### src/rtl/t05_sram_arb_pkg.sv
// ============================================================================
// Module      : t05_sram_arb_pkg
// Description : Shared types and constants for the t05 SRAM port arbiter.
//               client_t     - requester identities (HIST..TRN)
//               arb_state_t  - arbiter sequencing states
//               WORD_BYTES   - byte stride between burst words
//               SEL_ALL      - byte-enable pattern for a full-word strobe
// Revision    : 1.0 - initial release
// ============================================================================
`default_nettype none

package t05_sram_arb_pkg;

    typedef enum logic [2:0] {
        HIST  = 3'd0,
        FLV   = 3'd1,
        HTREE = 3'd2,
        CB    = 3'd3,
        TRN   = 3'd4
    } client_t;

    typedef enum logic [1:0] {
        IDLE  = 2'd0,
        ISSUE = 2'd1,
        WAIT  = 2'd2,
        DONE  = 2'd3
    } arb_state_t;

    localparam int         WORD_BYTES = 4;
    localparam logic [3:0] SEL_ALL    = 4'hF;
    localparam int         ID_W       = 3;

endpackage

`default_nettype wire

### src/rtl/t05_rr_picker.sv
// ============================================================================
// Module      : t05_rr_picker
// Description : Combinational round-robin pick. Returns the first asserted
//               request at or after the pointer, wrapping past N_REQ-1.
// Ports       : req   [N_REQ-1:0] in  - request vector
//               ptr   [IDX_W-1:0] in  - starting index (always < N_REQ)
//               grant [N_REQ-1:0] out - one-hot winner (0 if none)
//               idx   [IDX_W-1:0] out - winner index (0 if none)
//               valid             out - some request is asserted
// Revision    : 1.0 - initial release
// ============================================================================
`default_nettype none

module t05_rr_picker
    import t05_sram_arb_pkg::*;
#(
    parameter int N_REQ = 5,
    parameter int IDX_W = ID_W
) (
    input  logic [N_REQ-1:0] req,
    input  logic [IDX_W-1:0] ptr,
    output logic [N_REQ-1:0] grant,
    output logic [IDX_W-1:0] idx,
    output logic             valid
);

    always_comb begin
        int cand;
        cand  = 0;
        grant = '0;
        idx   = '0;
        valid = 1'b0;
        for (int i = 0; i < N_REQ; i++) begin
            cand = int'(ptr) + i;
            if (cand >= N_REQ) begin
                cand = cand - N_REQ;
            end
            if (!valid && (|((req >> cand) & N_REQ'(1)))) begin
                valid = 1'b1;
                grant = N_REQ'(1) << cand;
                idx   = IDX_W'(cand);
            end
        end
    end

endmodule

`default_nettype wire

### src/rtl/t05_sram_arbiter.sv
// ============================================================================
// Module      : t05_sram_arbiter
// Description : Round-robin sharer of the single t05 SRAM word port among the
//               five Huffman-pipeline clients. Each granted burst (1..4
//               words) is split into single-word strobes; read words are
//               assembled into rdata and a one-cycle done pulse is returned.
// Ports       : clk, nrst (sync, active-low)
//               client_req/we/addr/wdata/len    - per-client burst request
//               client_grant/done, rdata         - per-client response
//               active_id                        - granted index, 0 when idle
//               wr_en/r_en/addr/data_i/select    - SRAM strobe side
//               data_o/busy_o                    - SRAM return side
//               err                              - watchdog abort flag
// Options     : T05_ARB_TIMEOUT_EN - WAIT watchdog of TIMEOUT cycles; on
//               expiry the burst is aborted to DONE and err sticks high.
// Revision    : 1.0 - initial release
// ============================================================================
`default_nettype none

module t05_sram_arbiter
    import t05_sram_arb_pkg::*;
#(
    parameter int N_CLIENTS = 5,
    parameter int MAX_WORDS = 4,
    parameter int TIMEOUT   = 255
) (
    input  logic                          clk,
    input  logic                          nrst,
    input  logic [N_CLIENTS-1:0]          client_req,
    input  logic [N_CLIENTS-1:0]          client_we,
    input  logic [N_CLIENTS*32-1:0]       client_addr,
    input  logic [N_CLIENTS*MAX_WORDS*32-1:0] client_wdata,
    input  logic [N_CLIENTS*2-1:0]        client_len,
    output logic [N_CLIENTS-1:0]          client_grant,
    output logic [N_CLIENTS-1:0]          client_done,
    output logic [MAX_WORDS*32-1:0]       rdata,
    output logic [ID_W-1:0]               active_id,
    output logic                          wr_en,
    output logic                          r_en,
    output logic [31:0]                   addr,
    output logic [31:0]                   data_i,
    output logic [3:0]                    select,
    input  logic [31:0]                   data_o,
    input  logic                          busy_o,
    output logic                          err
);

    localparam int BW = MAX_WORDS * 32;

    arb_state_t             state_q, state_d;
    logic [ID_W-1:0]        ptr_q, ptr_d;
    logic [N_CLIENTS-1:0]   grant_q, grant_d;
    logic [ID_W-1:0]        id_q, id_d;
    logic                   we_q, we_d;
    logic [31:0]            base_q, base_d;
    logic [1:0]             len_q, len_d;
    logic [BW-1:0]          wdata_q, wdata_d;
    logic [1:0]             k_q, k_d;
    logic [BW-1:0]          rdata_q, rdata_d;

`ifdef T05_ARB_TIMEOUT_EN
    localparam int CNT_W = $clog2(TIMEOUT + 1);
    logic [CNT_W-1:0]       cnt_q, cnt_d;
    logic                   err_q, err_d;
`endif

    logic [N_CLIENTS-1:0]   pick_grant;
    logic [ID_W-1:0]        pick_idx;
    logic                   pick_valid;

    logic                   sel_we;
    logic [31:0]            sel_addr;
    logic [1:0]             sel_len;
    logic [BW-1:0]          sel_wdata;

    logic                   strobe;

    t05_rr_picker #(
        .N_REQ (N_CLIENTS),
        .IDX_W (ID_W)
    ) u_picker (
        .req   (client_req),
        .ptr   (ptr_q),
        .grant (pick_grant),
        .idx   (pick_idx),
        .valid (pick_valid)
    );

    // Route the winning client's burst descriptor to the capture registers.
    always_comb begin
        sel_we    = 1'b0;
        sel_addr  = '0;
        sel_len   = '0;
        sel_wdata = '0;
        for (int i = 0; i < N_CLIENTS; i++) begin
            if (pick_grant[i]) begin
                sel_we    = client_we[i];
                sel_addr  = client_addr[i*32 +: 32];
                sel_len   = client_len[i*2 +: 2];
                sel_wdata = client_wdata[i*BW +: BW];
            end
        end
    end

    always_comb begin
        state_d = state_q;
        ptr_d   = ptr_q;
        grant_d = grant_q;
        id_d    = id_q;
        we_d    = we_q;
        base_d  = base_q;
        len_d   = len_q;
        wdata_d = wdata_q;
        k_d     = k_q;
        rdata_d = rdata_q;
`ifdef T05_ARB_TIMEOUT_EN
        cnt_d   = cnt_q;
        err_d   = err_q;
`endif
        case (state_q)
            IDLE: begin
                if (pick_valid) begin
                    grant_d = pick_grant;
                    id_d    = pick_idx;
                    we_d    = sel_we;
                    base_d  = sel_addr;
                    len_d   = sel_len;
                    wdata_d = sel_wdata;
                    k_d     = '0;
                    rdata_d = '0;
                    state_d = ISSUE;
                end
            end
            ISSUE: begin
`ifdef T05_ARB_TIMEOUT_EN
                cnt_d   = '0;
`endif
                state_d = WAIT;
            end
            WAIT: begin
                if (busy_o) begin
`ifdef T05_ARB_TIMEOUT_EN
                    // Words not yet captured stay 0 from the grant-time clear.
                    if (cnt_q == CNT_W'(TIMEOUT - 1)) begin
                        err_d   = 1'b1;
                        state_d = DONE;
                    end else begin
                        cnt_d = cnt_q + CNT_W'(1);
                    end
`endif
                end else begin
                    if (!we_q) begin
                        rdata_d[{k_q, 5'd0} +: 32] = data_o;
                    end
                    if (k_q < len_q) begin
                        k_d     = k_q + 2'd1;
                        state_d = ISSUE;
                    end else begin
                        state_d = DONE;
                    end
                end
            end
            DONE: begin
                grant_d = '0;
                id_d    = '0;
                k_d     = '0;
                ptr_d   = (id_q == ID_W'(N_CLIENTS - 1)) ? '0 : id_q + ID_W'(1);
                state_d = IDLE;
            end
            default: state_d = IDLE;
        endcase
    end

    always_ff @(posedge clk) begin
        if (!nrst) begin
            state_q <= IDLE;
            ptr_q   <= '0;
            grant_q <= '0;
            id_q    <= '0;
            we_q    <= 1'b0;
            base_q  <= '0;
            len_q   <= '0;
            wdata_q <= '0;
            k_q     <= '0;
            rdata_q <= '0;
`ifdef T05_ARB_TIMEOUT_EN
            cnt_q   <= '0;
            err_q   <= 1'b0;
`endif
        end else begin
            state_q <= state_d;
            ptr_q   <= ptr_d;
            grant_q <= grant_d;
            id_q    <= id_d;
            we_q    <= we_d;
            base_q  <= base_d;
            len_q   <= len_d;
            wdata_q <= wdata_d;
            k_q     <= k_d;
            rdata_q <= rdata_d;
`ifdef T05_ARB_TIMEOUT_EN
            cnt_q   <= cnt_d;
            err_q   <= err_d;
`endif
        end
    end

    // Strobes are decoded from state so each lasts exactly the ISSUE cycle.
    assign strobe       = (state_q == ISSUE);
    assign r_en         = strobe & ~we_q;
    assign wr_en        = strobe & we_q;
    assign addr         = strobe ? (base_q + 32'(k_q) * 32'(WORD_BYTES)) : 32'd0;
    assign data_i       = strobe ? wdata_q[{k_q, 5'd0} +: 32] : 32'd0;
    assign select       = strobe ? SEL_ALL : 4'h0;
    assign client_grant = grant_q;
    assign client_done  = (state_q == DONE) ? grant_q : '0;
    assign active_id    = id_q;
    assign rdata        = rdata_q;

`ifdef T05_ARB_TIMEOUT_EN
    assign err = err_q;
`else
    logic w_unused_timeout;
    assign w_unused_timeout = ^32'(TIMEOUT);
    assign err = 1'b0;
`endif

endmodule

`default_nettype wire

### config.mk
export PLATFORM = sky130hd
export DESIGN_NAME = t05_sram_arbiter
export DESIGN_NICKNAME = d
export VERILOG_FILES = /design/src/rtl/t05_sram_arb_pkg.sv /design/src/rtl/t05_rr_picker.sv /design/src/rtl/t05_sram_arbiter.sv
export SDC_FILE = /design/constraint.sdc
export NUM_CORES = 1
export LEC_CHECK = 0
export CORE_AREA = 3 3 417 419
export CTS_BUF_LIST = sky130_fd_sc_hd__clkbuf_4
export DETAILED_ROUTE_END_ITERATION = 7
export DIE_AREA = 0 0 420 422
export PLACE_DENSITY_LB_ADDON = 0.3
export SKIP_CTS_REPAIR_TIMING = 1
export SLEW_MARGIN = 20
export SYNTH_ARGS = -nofsm -noshare
export SYNTH_HDL_FRONTEND = slang
export SYNTH_HIERARCHICAL = 1
export SYNTH_SLANG_ARGS = --single-unit
### constraint.sdc
create_clock -name clk -period 4.4 [get_ports clk]
set_clock_uncertainty 0.15 [all_clocks]
set_input_delay 0.44 -clock clk [delete_from_list [all_inputs] [get_ports clk]]
set_output_delay 0.44 -clock clk [all_outputs]
set_load 0.01 [all_outputs]
Word level (Yosys, flattened, before mapping)
Cells that the tools add are included.

word-level totals
  output and inout port bits = 212
  word-level logic and storage cells = 132
  bits of input ports = 855
  register bits after elaboration = 306

operators by class
  shift-type cells = 13
  bitwise operators = 3
  equal/unequal tests = 8
  reduce and logical (&&, ||, !) cells = 17
  multiplexer cells = 62
  magnitude comparators = 6
  add/sub/neg operators = 13

operators with widths
  cell                                                                 count
  2-to-1 mux 128 bit                                                   8
  2-to-1 mux 32 bit                                                    12
  case mux 128 bit (2 select lines)                                    1
  << shifter 1 x 32 -> 5 bit (first input constant)                    5
  >> shifter 5 x 32 -> 1 bit                                           5
  bitwise mux 128 bit                                                  1
  greater-or-equal comparator 32 x 4 -> 1 bit (second input constant)  4
  variable shift 32 x 9 -> 128 bit (first input constant)              1
  indexed part select 128 x 8 -> 32 bit                                1
  indexed part select 32 x 9 -> 128 bit                                1
  subtractor 32 x 4 -> 32 bit (second input constant)                  4
  2-to-1 mux 5 bit                                                     7
  adder 32 x 4 -> 32 bit                                               1
  2-to-1 mux 2 bit                                                     11
  2-to-1 mux 3 bit                                                     7
  2-to-1 mux 1 bit                                                     10
  case mux 5 bit (2 select lines)                                      1
  negation 7 -> 9 bit                                                  1
  adder 3 x 2 -> 4 bit (second input constant)                         2
  != test 2 bit (second input constant)                                4
  case mux 2 bit (4 select lines)                                      1
  AND reduction 4 bit                                                  2
  case mux 2 bit (3 select lines)                                      1
  case mux 3 bit (2 select lines)                                      1
  19 further kinds                                                     30

Logic depth before layout (Yosys ltp)
Gate-level depths: netlist of the first run.

  word-level depth = 21
  mapped depth = 23
  depth with buffers taken out = 17

Cells and area by module
Netlist of the first run, hierarchy kept.

by module, submodules not included
  module            sequential area each (um2)  area each (um2)  cells each  instances
  t05_sram_arbiter  6125.9                      19185.9          2383        1
  t05_rr_picker     0.0                         1801.7           258         1

Least setup slack after synthesis of the first run
Ideal clock, no wire load.

  kind = register to register
  start point = register ptr_q[0]
  end point = register base_q[20]
  cell stages (with the launch flop) = 23
  setup slack = -0.333 ns
  period minus slack after synthesis = 4.733 ns
  required time = 4.117 ns
  data arrival time = 4.451 ns
  setup time = 0.133 ns
  path buffers = 5
  cell sequence = dfxtp_1 > buf_6 > inv_1 > clkbuf_1 > ha_1 > inv_1 > ha_1 > a21oi_2 > nor2_1 > a221o_1 > a221oi_4 > nand2b_4 > nor4b_4 > nand2b_1 > o211ai_2 > nor2b_1 > buf_2 > buf_4 > buf_4 > a221oi_1 > nor3_1 > a21oi_1 > a21oi_1

on the way
  elaborated cells between the ends (all ways) = 53
  those cells by class = add/sub (9); order compare (5); shift (10); mux (20); reduce/logical (9)

RTL lines
  item                                                                  RTL line                 RTL
  from (decl)                                                           t05_sram_arbiter.sv:51   logic [ID_W-1:0] ptr_q, ptr_d;
  from (signal assigned)                                                t05_sram_arbiter.sv:192  ptr_q <= ptr_d;
  branches (longest 15 deep; another with subtractor 32 x 4 -> 32 bit)  --
  2-to-1 mux 5 bit (*)                                                  t05_rr_picker.sv:38      if (!valid && (|((req >> cand) & N_REQ'(1)))) begin
  net pick_grant[1]                                                     t05_sram_arbiter.sv:67   logic [N_CLIENTS-1:0] pick_grant;
  2-to-1 mux 32 bit (*) (4 in series)                                   t05_sram_arbiter.sv:96   if (pick_grant[i]) begin
  to (signal assigned)                                                  t05_sram_arbiter.sv:196  base_q <= base_d;
  to (decl)                                                             t05_sram_arbiter.sv:55   logic [31:0] base_q, base_d;

Mark *: on every way through the listed nets, which the timed path passes.
A chain may end at the register's enable or synchronous reset.

Worst setup path after layout of the first run
  start point = register ptr_q[1]
  end point = register wdata_q[52]

on the way
  elaborated cells between the ends (all ways) = 53
  those cells by class = add/sub (9); order compare (5); shift (10); mux (20); reduce/logical (9)

RTL lines
  item                                                                  RTL line                 RTL
  branches (longest 15 deep; another with subtractor 32 x 4 -> 32 bit)  --
  2-to-1 mux 5 bit (*)                                                  t05_rr_picker.sv:38
  net pick_grant[2]                                                     t05_sram_arbiter.sv:67
  2-to-1 mux 128 bit (*) (3 in series)                                  t05_sram_arbiter.sv:96
  to (signal assigned)                                                  t05_sram_arbiter.sv:198  wdata_q <= wdata_d;
  to (decl)                                                             t05_sram_arbiter.sv:57   logic [BW-1:0] wdata_q, wdata_d;

Marked as above.

==> qor.yml, run 1 <==
outcome:
  status: "finished, violations left"
  violations: "setup timing"
logic_synthesis:
  ys_top_cells_by_area: "dfxtp_1 (29%), a21oi_1 (8.3%), a221oi_1 (6.8%)"
  syn_nets: 3520
  ys.flop_type: "dfxtp_1"
  yosysTopAreaCell: "dfxtp_1"
  synth_seq_cells: 306
  postSynthAreaPerCell_um2: 7.95
  synth_cell_types: 87
  yosysMostFrequentCell: "a21oi_1"
  ys_seq_area_frac: 0.292
  synth_common_cells: "a21oi_1 (348), dfxtp_1 (306), nand2_1 (181)"
  async_reset_ff_frac: 0
  ys_warn_count: 6
  syn-cell-area_mm2: 0.0210
  synth_edf_count: 0
  netlist.area_leader.share: 0.292
  synthCells: 2641
sta:
  fin_crit_ps: 4410
  worst_slack_ps: -13.1
  clock.fmax_mhz: 227
  finalMaxSlewViolations: 0
  finalHoldWorstSlack_ps: 108
  slew_headroom: 0.409
  rsz0062_at_grt: "true"
  setup_tns_ps: -16.3
  setup-violations-final: 2
  finalHoldViolations: 0
  final.period_utilization: 1.00
  worst_pin_slew_ps: 886
clock_network:
  clockRootBuffer: "clkbuf_4"
  clock_latency_ps: 1000
  clk_pin_slew_ps: 60
  cts_tree: "yes"
  cts_buffers: 98
  clockBufferDepth: 3
  cts_max_level: 3
  numClockSinks: 306
route:
  drt_wl_total_mm: 180
  drt-vias-per-instance: 4.40
  firstDrtPassIters: 5
  route.vias.total: 28900
  drtIter0Drc: 1941
  postRouteAntennaNets: 0
  wl_per_cell_um: 27.4
  drc: 0
layout:
  fillers: 18500
  multi_input_area_mm2: 0.0154
  fin_cells: 6581
  final_util: 0.259
  drive_gt1_frac: 0.211
  fin_area_mm2: 0.0442
  ff_latch_area_mm2: 0.00614
  syn_to_final_growth_pct: 111
  nets: 5113
die:
  die_w_um: 420
  coreArea_mm2: 0.171
  die_h_um: 422
  ios: 1067
  start_util: 0.123
  die_area_mm2: 0.177
  num_rows: 152
hold_path:
  min-delay-start: "client_wdata[574]"
  hp-class: "input pin to register"
power_and_ir_drop:
  comb_power_share: 0.539
  switchingPower_mw: 6.34
  fin_total_pwr_mw: 14.9
  power_density_mw_per_mm2: 338
  seq_power_share: 0.258
  p_int_mw: 8.58
  ir_drop_uv: 143
  pwr-share-clk: 0.203
  switching_share: 0.425
  p_leak_nw: 15.2
critical_path:
  critical_path_required_ps: 5050
  crit_path_end_kind: "register"
  crit_fanout: 19
  arrival_ps: 5060
  startpoint_type: "register"
  crit_path_start: "ptr_q[1]"
  path_class: "register to register"
  reg2reg_from: "ptr_q[1]"
global_routing:
  top_usage_layer: "met2"
  grt_pass1_vias: 26600
  grt_pass1_wl_mm: 222
  grt_max_degree: 102
  use_met2: 0.320
  grt_usage: 0.180
  gr-total-overflow: 0
  antenna_found_initial: 81
  use_met1: 0.191
  use_met3: 0.0430
placed_design:
  post-dp-hpwl_mm: 138
  placed_area_mm2: 0.0361
  pre_cts_ws_ps: -522
  place_congestion: 0.959
  placed_cells: 5962
  portBuffers: 1065
job:
  max-cap-violations: 0
critical path: stages, from the launching register on:
cell,delay (ps)
dfxtp_4,360
inv_2,60
ha_4,170
ha_4,220
buf_4,150
nor4b_1,550
a2111oi_4,90
a211oi_2,240
buf_4,160
o22ai_4,80
nor3_4,320
and4_1,250
a311o_2,160
buf_4,210
buf_12,200
buf_4,170
nor2b_1,240
nor3_1,90
a21oi_1,210
a21oi_1,90
flip-flops by register name, summed over array words and instances (netlist names):
signal and flops:
active_id 3, base_q 32, client_grant 5, k_q 2, len_q 2, ptr_q 3
rdata 128, state_q 2, wdata_q 128, we_q 1
cell usage in the layout, fill, tap and decap left out, drive strengths merged, types with 55 or more instances in the layout:
cell	instances
dlygate4sd3	328
nor2b	170
nand2	182
nor2	55
o211ai	169
nor3	175
dfxtp	306
nand3b	170
buf	383
a21oi	356
clkbuf	162
a21boi	139
a221oi	163
clkdlybuf4s50	1052
nand3	153
path summary, 6_finish.rpt:
check,depth (start not counted),slack (ps),endpoint
max reg2reg,19,-10,wdata_q[52]
min,4,110,wdata_q[62]
max,19,-10,wdata_q[52]
min reg2reg,2,290,rdata[15]
metal layers:
metal / vias to the layer above / routed length, um
met2: 1295 / 94100
met3: 355 / 10300
met1: 14000 / 65700
met5: - / 94
li1: 13200 / -
met4: 16 / 10000
area by class of cell:
type | instances | area share
repair buffers | 1785 | 0.417
multi-input cells | 2025 | 0.349
flip-flops and latches | 306 | 0.139
well taps | 2233 | 0.0632
clock buffers | 140 | 0.0238
clock inverters | 29 | 0.00351
diodes | 45 | 0.00255
inverters | 18 | 0.00153
power groups by stage:
| stage | clock network (mW) | registers [mW] | logic, mW |
|---|---|---|---|
| 6_report | 3.03 | 3.84 | 8.05 |
| 3_5_place_dp | 0 | 3.92 | 6.29 |
| 4_1_cts | 3.21 | 3.86 | 6.32 |
| 5_1_grt | 3.35 | 3.86 | 8.51 |
| 2_1_floorplan | 0 | 3.47 | 3.00 |
| 3_3_place_gp | 0 | 3.92 | 6.29 |
kinds of logic after synthesis:
family,Yosys count,share of synthesized area
DFF,306,0.292
AOI/OAI and AO/OA,913,0.298
muxes,38,0.0379
xor gates and xnor gates,32,0.0134
buffers and inverters,311,0.0694
adders and majority gates,24,0.0150
and+or+nand+nor,1016,0.274
other,1,0.000179
No activity file was read; power rests on OpenSTA's default activity.
==> run 2, diff against run 1 <==
--- a/config.mk
+++ b/config.mk
@@ -5,10 +5,10 @@
 export SDC_FILE = /design/constraint.sdc
 export NUM_CORES = 1
 export LEC_CHECK = 0
-export CORE_AREA = 3 3 417 419
+export CORE_AREA = 2 2 416 418
 export CTS_BUF_LIST = sky130_fd_sc_hd__clkbuf_4
 export DETAILED_ROUTE_END_ITERATION = 7
-export DIE_AREA = 0 0 420 422
+export DIE_AREA = 0 0 418 420
 export PLACE_DENSITY_LB_ADDON = 0.3
 export SKIP_CTS_REPAIR_TIMING = 1
 export SLEW_MARGIN = 20
==> run 2 against run 1 <==
Net effect:
- the run still ends with setup timing left
- final cell count up 0.67%
- register-to-register slack about the same
- die area down 0.95%
- routed wire length down 2.4%
- via count down 0.20%
- non-clock buffer count up 54
- hold slack worse by 33 ps
- critical path depth up 2
- core utilization down 0.25 points
- sequential share of layout area up 0.14 points
- largest cell class unchanged
==> qor.yml, run 2 (synthesis gave the netlist of run 1 again) <==
power_and_ir_drop:
  fin_total_pwr_mw: 14.7  # -1.5%
  pwr-share-clk: 0.216  # +0.013
  p_leak_nw: 15.3  # +0.56%
  seq_power_share: 0.263  # +0.005
  power_density_mw_per_mm2: 336  # -0.59%
  switchingPower_mw: 6.13  # -3.4%
  ir_drop_uv: 206  # +44%
  switching_share: 0.417  # -0.00812
  comb_power_share: 0.521  # -0.018
  p_int_mw: 8.57  # -0.15%
clock_network:
  cts_tree: "yes"
  numClockSinks: 306  # unchanged
  clockRootBuffer: "clkbuf_4"
  clk_pin_slew_ps: 70  # about the same
  cts_max_level: 3  # unchanged
  clock_latency_ps: 1010  # about the same
  cts_buffers: 100  # +2.0%
  clockBufferDepth: 3  # unchanged
critical_path:
  crit_fanout: 13  # -6
  crit_path_end_kind: "register"
  path_class: "register to register"
  arrival_ps: 5120  # +60 ps
  startpoint_type: "register"
  critical_path_required_ps: 5120  # +70 ps
sta:
  finalMaxSlewViolations: 0  # unchanged
  rsz0062_at_grt: "true"
  slew_headroom: 0.335  # -0.0739
  setup-violations-final: 3  # +1
  final.period_utilization: 1.00  # -0.00194
  worst_pin_slew_ps: 997  # +111 ps
  finalHoldViolations: 0  # unchanged
  worst_slack_ps: -4.61  # +8.52 ps
  fin_crit_ps: 4400  # -8.52 ps
  clock.fmax_mhz: 227  # +0.19%
layout:
  fin_cells: 6625  # +0.67%
  layout_commonest_cell: "clkdlybuf4s50_1"
  syn_to_final_growth_pct: 109
  layout_common_cells: "clkdlybuf4s50_1 (1053), buf_4 (332), dlygate4sd3_1 (331)"
  drive_gt1_frac: 0.204  # -0.00642
  nets: 5168  # +1.1%
  fin_area_mm2: 0.0438  # -0.95%
die:
  die_w_um: 418  # -0.48%
  die_area_mm2: 0.176  # -0.95%
  die_h_um: 420  # -0.47%
  ios: 1067  # unchanged
  coreArea_mm2: 0.171  # unchanged
  num_rows: 152  # unchanged
  start_util: 0.123  # unchanged
route:
  drt_wl_total_mm: 176  # -2.4%
  drc: 0  # unchanged
  drtIter0Drc: 1804  # -7.1%
  route.vias.total: 28900  # -0.20%
  wl_per_cell_um: 26.5  # -3.0%
  postRouteAntennaNets: 0  # unchanged
  drt-vias-per-instance: 4.36  # -0.86%
  firstDrtPassIters: 6  # +1
placed_design:
  post-dp-hpwl_mm: 138  # -0.15%
  placed_area_mm2: 0.0364  # +0.78%
  place_congestion: 0.930  # -3.0%
  placed_cells: 6004  # +0.70%
  portBuffers: 1065  # unchanged
global_routing:
  use_met1: 0.191  # -0.000393
  gr-total-overflow: 0  # unchanged
  antenna_found_initial: 96  # +19%
  grt_pass1_vias: 26900  # +1.1%
  use_met3: 0.0413  # -0.00174
  grt_max_degree: 93  # -8.8%
  top_usage_layer: "met2"
  grt_usage: 0.181  # +0.00162
  use_met2: 0.340  # +0.0196
  grt_pass1_wl_mm: 221  # -0.28%
outcome:
  status: "finished, violations left"
  violations: "setup timing"
job:
  max-cap-violations: 0  # unchanged
hold_path:
  hp-class: "input pin to register"
==> run 2: power by group through the flow <==
stage / Sequential, mW / Combinational (mW) / Clock (mW)
after floorplan: 3.47 / 3.00 / 0
after global placement: 3.95 / 6.40 / 0
after detailed placement: 3.95 / 6.40 / 0
after CTS: 3.89 / 6.43 / 3.36
after global routing: 3.89 / 8.13 / 3.46
final: 3.86 / 7.65 / 3.18
==> run 2: worst max-delay path, cell delays in order, from the launching register on <==
cell      delay, ps
dfxtp_4         400
buf_6           150
ha_4            130
inv_2            30
fa_2            620
nor2_1           60
a21oi_1         150
o31ai_2         120
nand3b_1        170
nand3_4         130
nor4b_4         330
nand2b_1        150
o211ai_4        220
buf_4           180
buf_12          160
buf_16          180
buf_4           180
buf_4           170
a221oi_1         90
nor3_1          220
a21oi_1          70
a21oi_1         140
==> run 2: cell type report <==
type                    count  area [um^2]
repair buffers           1839        18600
clock inverters            26          189
multi-input cells        2024        14800
flip-flops and latches    306         6140
clock buffers             142         1070
inverters                  18         76.3
fillers                 18700       127000
diodes                     37         92.6
well taps                2233         2790
==> run 2: path summary, 6_finish.rpt <==
check,start,end,slack [ps],cells after the start
worst max-delay path,ptr_q[1],len_q[0],-5,21
worst min-delay path,client_wdata[333],wdata_q[77],80,5
worst max register to register,ptr_q[1],len_q[0],-5,21
worst min register to register,rdata[6],rdata[6],300,2
==> run 2: through the flow <==
stage	worst slack [ps]	setup TNS [ps]	util	hold WS, ps
2_1_floorplan	8.46	0	-	325
3_3_place_gp	-645	-12750	0.213	286
3_5_place_dp	-691	-16060	0.213	291
4_1_cts	-752	-26440	0.220	-393
5_1_grt	-237	-15250	0.256	-21.1
6_report	-4.61	-7.64	0.256	75.1
==> run 2: metal layers <==
| metal | up-vias | share of wire |
|---|---|---|
| li1 | 13300 | - |
| met1 | 14000 | 0.37 |
| met2 | 1202 | 0.52 |
| met3 | 386 | 0.057 |
| met4 | 14 | 0.055 |
| met5 | - | 0.00056 |
